===== config.mk =====
export PLATFORM = sky130hd
export DESIGN_NAME = freq_gate_gen
export DESIGN_NICKNAME = d
export VERILOG_FILES = /design/src/rtl/freq_gate_gen.sv
export SDC_FILE = /design/constraint.sdc
export NUM_CORES = 1
export LEC_CHECK = 0
export ABC_AREA = 1
export CAP_MARGIN = 0
export CORE_MARGIN = 1
export CORE_UTILIZATION = 59
export CTS_CLUSTER_SIZE = 14
export DETAILED_ROUTE_END_ITERATION = 7
export GPL_TIMING_DRIVEN = 0
export PLACE_DENSITY_LB_ADDON = 0.08
export SYNTH_ARGS = -nofsm -noshare
export SYNTH_HDL_FRONTEND = slang
export SYNTH_SLANG_ARGS = --single-unit

===== constraint.sdc =====
create_clock -name clk -period 4.3 [get_ports clk]
set_input_delay 0.86 -clock clk [delete_from_list [all_inputs] [get_ports clk]]
set_output_delay 0.86 -clock clk [all_outputs]
set_load 0.02 [all_outputs]

===== src/rtl/freq_gate_gen.sv =====
// freq_gate_gen: gate window generator (exact clk-cycle gate, fixed gap) plus free-running square-wave test signal.
// Optional GATE_ALIGN_EN: gate opens only on a 0->1 edge of test_signal.
module freq_gate_gen #(
  parameter int CNT_W = 40,
  parameter int DIV_W = 32,
  parameter int GAP_CYCLES = 4
) (
  input  logic             clk,
  input  logic             rst,
  input  logic             start,
  input  logic             stop,
  input  logic             continuous,
  input  logic [CNT_W-1:0] gate_ticks,
  input  logic [DIV_W-1:0] half_period,
  output logic             period,
  output logic             test_signal,
  output logic             busy,
  output logic             done,
  output logic             cfg_err
);
  localparam int GW = $clog2(GAP_CYCLES + 1);
  typedef enum logic [1:0] {IDLE, ARM, GATE, GAP} state_t;
  state_t state_q, state_d, open_st;
  logic [CNT_W-1:0] cnt_q, cnt_d;
  logic [GW-1:0] gap_q, gap_d;
  logic [DIV_W-1:0] div_q, div_d, h_q, h_d, h_eff;
  logic ts_q, ts_d, period_q, period_d, busy_q, busy_d, done_q, done_d;
  logic cfg_err_q, cfg_err_d, abort_q, abort_d, ts_rise;
`ifdef GATE_ALIGN_EN
  assign open_st = ARM;
`else
  assign open_st = GATE;
`endif
  // H is only re-sampled at a toggle, so a new half_period never cuts a phase short
  always_comb begin
    h_eff = (h_q == '0) ? half_period : h_q;
    div_d = div_q + DIV_W'(1);
    ts_d = ts_q;
    h_d = h_eff;
    if (half_period == '0) begin
      div_d = '0;
      ts_d = 1'b0;
      h_d = '0;
    end else if (div_q == h_eff - DIV_W'(1)) begin
      div_d = '0;
      ts_d = ~ts_q;
      h_d = half_period;
    end
    ts_rise = ~ts_q & ts_d;
  end
  always_comb begin
    state_d = state_q;
    cnt_d = cnt_q;
    gap_d = gap_q;
    cfg_err_d = cfg_err_q;
    abort_d = abort_q;
    done_d = 1'b0;
    case (state_q)
      IDLE: if (start && !stop) begin
        cfg_err_d = (gate_ticks == '0);
        if (gate_ticks != '0) begin
          cnt_d = gate_ticks;
          abort_d = 1'b0;
          state_d = open_st;
        end
      end
      ARM: state_d = stop ? IDLE : ts_rise ? GATE : ARM;
      GATE: begin
        cnt_d = cnt_q - CNT_W'(1);
        if (stop || cnt_q == CNT_W'(1)) begin
          state_d = GAP;
          gap_d = GW'(GAP_CYCLES - 1);
          abort_d = stop;
          done_d = ~stop;
        end
      end
      default: begin
        abort_d = abort_q | stop;
        gap_d = gap_q - GW'(1);
        if (gap_q == '0) begin
          state_d = IDLE;
          if (continuous && !stop && !abort_q) begin
            cfg_err_d = (gate_ticks == '0);
            cnt_d = gate_ticks;
            state_d = (gate_ticks == '0) ? IDLE : open_st;
          end
        end
      end
    endcase
    period_d = (state_d == GATE);
    busy_d = (state_d != IDLE);
  end
  always_ff @(posedge clk or posedge rst) begin
    if (rst) begin
      state_q <= IDLE;
      cnt_q <= '0;
      gap_q <= '0;
      div_q <= '0;
      h_q <= '0;
      ts_q <= 1'b0;
      period_q <= 1'b0;
      busy_q <= 1'b0;
      done_q <= 1'b0;
      cfg_err_q <= 1'b0;
      abort_q <= 1'b0;
    end else begin
      state_q <= state_d;
      cnt_q <= cnt_d;
      gap_q <= gap_d;
      div_q <= div_d;
      h_q <= h_d;
      ts_q <= ts_d;
      period_q <= period_d;
      busy_q <= busy_d;
      done_q <= done_d;
      cfg_err_q <= cfg_err_d;
      abort_q <= abort_d;
    end
  end
  assign period = period_q;
  assign test_signal = ts_q;
  assign busy = busy_q;
  assign done = done_q;
  assign cfg_err = cfg_err_q;
endmodule


==> results.txt, run 1 <==
Outcome: complete, but fails checks
Failing checks: DRC
Largest family of logic cells by synthesized area: simple AND/OR/NAND/NOR gates
RSZ-0062 raised after global routing: false
Cells after synthesis: 1351
Synthesized net count: 1438
Die ar.: 15600 um^2
Share of cells above drive strength 1: 0.0676
Sequential-to-total area share from yosys stat: 0.323
Initial antenna violation count: 0
Area delta synth->final: 19.0%
Routed length per instance: 16.7 um
Final period util: 0.917
Core Footprint: 14600 um^2
Critical Path Sink Type: flip-flop
Final setup viols: 0
DR vias: 9382
FF+latch count, synth: 115
Placed Cells: 1617
I/O pins: 82
Yosys cell types: 49
Worst-margin pin slew: 0.771 ns
Static Leak: 4.91 nW
Yosys warning count: 0
Reg2Reg Depth: 24
Reg2Reg Capture Point: h_q[9]$_DFF_PP0_
Std cell rows: 44
Routability cong.: 0.963
Hold Violations, Final: 0
Clock buffer count from CTS: 17
Post-synthesis instance area: 8900 um^2
Ant diodes: 0
Non-Filler Instances: 1648
Vias/cell: 5.69
Crit Path Class: flip-flop to flip-flop
DRT Pass-1 Iters: 7
Number of global-route vias before repair: 9233
Async set-reset flop share out of synthesis: 1.00
Clock transition at path regs: 0.05 ns
Hold Crit Class: flip-flop to flip-flop
Largest net degree at the start of global routing: 94
RR Startpoint: h_q[8]$_DFF_PP0_
Synth Area in Compound Gates: 0.145
Maximum VDD drop: 0.468 mV
Setup ws final: 0.358 ns
Final Instance Area: 10600 um^2
Antenna Nets Post-Route: 0
Fmax: 254 MHz
Synthesized-area fraction occupied by adder cells: 0.0141
Tmin final: 3.94 ns
Multiplexer area fraction after synthesis: 0.00253
Max-cap check violation count: 0
Clk root buf: clkbuf_16
Die height: 125 um
R2r setup slk: 0.36 ns
Input/output buffers: 81
WL final: 27600 um
CTS Buffer Depth: 2
Xor/xnor cell area share of the yosys netlist: 0.0591
Post-synth EDFFs: 0
Die X: 125 um
Power Dens Cells: 459 nW/um^2
Slew Limit Fails: 0
CTS tree: built
H-tree depth: 4
Initial Utilization: 0.608
Primary FF master, synth: dfrtp_1
HPWL after DPL: 21100 um
Global route overflow: 0
Worst skew pair latency: 0.43 ns
Initial DRC count: 720
Nets@finish: 1539
CP endpoint: h_q[9]$_DFF_PP0_
CP arrival: 4.21 ns
Global Route Usage Sum: 0.371
DRC viols: 8
# fillers: 1249
Largest fanout on the critical path: 10
Synth Area per Inst: 6.59 um^2
Slew margin rel.: 0.486
Post-DP Area: 9970 um^2
First-pass GRT wire length: 45000 um
Setup Skew: 0.0105 ns
DP Worst Slack: -0.0941 ns
Clock Sink Count: 115
Required time worst endpoint: 4.56 ns
Worst Setup SP: h_q[8]$_DFF_PP0_
Worst Setup Start Kind: flip-flop
Hold Slack: 0.503 ns
Simple-Gate Fraction of Synth Area: 0.360
[power breakdown]
| group | leakage, nW | switching [W] | internal (W) |
|---|---|---|---|
| combinational | 3.29 | 0.00124 | 0.000620 |
| sequential | 1.33 | 0.000203 | 0.00132 |
| clock | 0.286 | 0.000552 | 0.000932 |
[cell usage after synthesis (5+ instances only)]
cell type / number / area [um^2]
nand3_1: 69 / 345
o21a_1: 7 / 52.6
xor2_1: 56 / 490
a21oi_2: 7 / 61.3
nand2_1: 324 / 1220
dfrtp_1: 115 / 2880
buf_2: 8 / 40.0
nor4_1: 23 / 144
nand4_1: 28 / 175
nor2_2: 5 / 31.3
nor2_1: 254 / 953
nor3_1: 29 / 145
o211ai_1: 8 / 60.1
clkbuf_1: 22 / 82.6
inv_1: 172 / 646
a22oi_1: 5 / 37.5
nand3b_1: 6 / 45.0
nor3b_1: 7 / 52.6
a211oi_2: 25 / 313
ha_1: 10 / 125
o21ai_0: 73 / 365
a21oi_1: 45 / 225
o22ai_1: 5 / 31.3
[through the flow]
step	util	setup TNS, ns	total power, W
detailed placement	0.681	-1.90	0.00334
global placement	0.679	-161.72	0.00328
global route	0.723	0	0.00516
CTS	0.723	0	0.00482
floorplan	-	0	0.00273
finish	0.723	0	0.00487
[flip-flops by register name (all words and copies together), names as in the netlist]
name and cells:
done 1, cfg_err 1, test_signal 1, cnt_q 40
h_q 32, gap_q 3, div_q 32, busy 1
state_q 2, abort_q 1, period 1
[cells by family (layout without fill, tap and decap cells)]
group,count (synthesis),after routing
buffers and inverters,214,327
adders and majority gates,10,10
AOI/OAI and AO/OA,193,193
muxes,2,2
DFF,115,115
xor gates and xnor gates,60,60
and+or+nand+nor,757,757
[placed cells by master (no fill, tap or decap), drive strengths merged, types with 2 or more instances in the layout]
master / count
nand2: 328
nor2: 262
inv: 179
dfrtp: 115
clkdlybuf4s50: 81
o21ai: 73
nand3: 69
xor2: 56
a21oi: 52
clkbuf: 40
nor3: 29
nand4: 28
a211oi: 26
nor4: 23
buf: 17
ha: 10
o211ai: 8
nor3b: 7
o21a: 7
nand3b: 6
o22ai: 5
a22oi: 5
xnor2: 4
o31ai: 4
clkinvlp: 4
a31oi: 3
o21bai: 3
bufinv: 3
clkinv: 3
o221ai: 2
or2: 2
mux2: 2
[layout make-up]
type	count	area, um^2	share of cell area
inverter	176	668	0.0631
sequential	115	2880	0.272
clock buffer	18	439	0.0415
multi-input combinational	1022	5170	0.488
tap	184	230	0.0217
clock inverter	13	173	0.0163
timing repair buffer	82	838	0.0791
buffer	38	194	0.0183
[critical path: stages, from the launching register on]
cell      delay [ns]
dfrtp_1         0.37
nor2_1          0.07
nand2_1         0.11
nor2_2          0.06
nand2_4         0.10
nor2_4          0.06
buf_2           0.20
a21oi_2         0.26
ha_1            0.23
nand3_1         0.14
nor2_1          0.29
inv_1           0.10
nand2_1         0.13
nand2_1         0.06
nor2_1          0.18
nand2_1         0.14
nor2_1          0.15
nand2_1         0.07
nor2_1          0.16
nand3_1         0.14
nor2_4          0.22
inv_4           0.12
buf_2           0.20
nor2_1          0.16
a211oi_2        0.06
[routing by layer]
metal	global-route usage	vias to the layer above	share of wire
met2	0.644	420	0.49
met5	0	-	0
met1	0.422	4266	0.39
met4	0.228	0	0.054
met3	0.0726	115	0.063
li1	-	4581	-
[worst min-delay path by stage]
stage                       startpoint            endpoint  cells past startpoint
floorplan           div_q[0]$_DFF_PP0_  div_q[0]$_DFF_PP0_                      1
global placement    div_q[0]$_DFF_PP0_  div_q[0]$_DFF_PP0_                      1
detailed placement  div_q[0]$_DFF_PP0_  div_q[0]$_DFF_PP0_                      1
CTS                 div_q[0]$_DFF_PP0_  div_q[0]$_DFF_PP0_                      1
global route        div_q[0]$_DFF_PP0_  div_q[0]$_DFF_PP0_                      1
finish              div_q[0]$_DFF_PP0_  div_q[0]$_DFF_PP0_                      1
[what timing repair did]
item	CTS	global route
setup endpoints to repair	0	50
resized for setup	0	2
hold buffers	0	0
buffers inserted	0	0
(Power assumes the default switching activity.)
==> run 2: changes to the inputs <==
--- a/config.mk
+++ b/config.mk
@@ -9,6 +9,7 @@
 export CAP_MARGIN = 0
 export CORE_MARGIN = 1
 export CORE_UTILIZATION = 59
+export CTS_CLUSTER_DIAMETER = 80
 export CTS_CLUSTER_SIZE = 14
 export DETAILED_ROUTE_END_ITERATION = 7
 export GPL_TIMING_DRIVEN = 0
==> results of run 2 <==
Same layout as run 1: the final DEF is identical, and so are final timing and power.
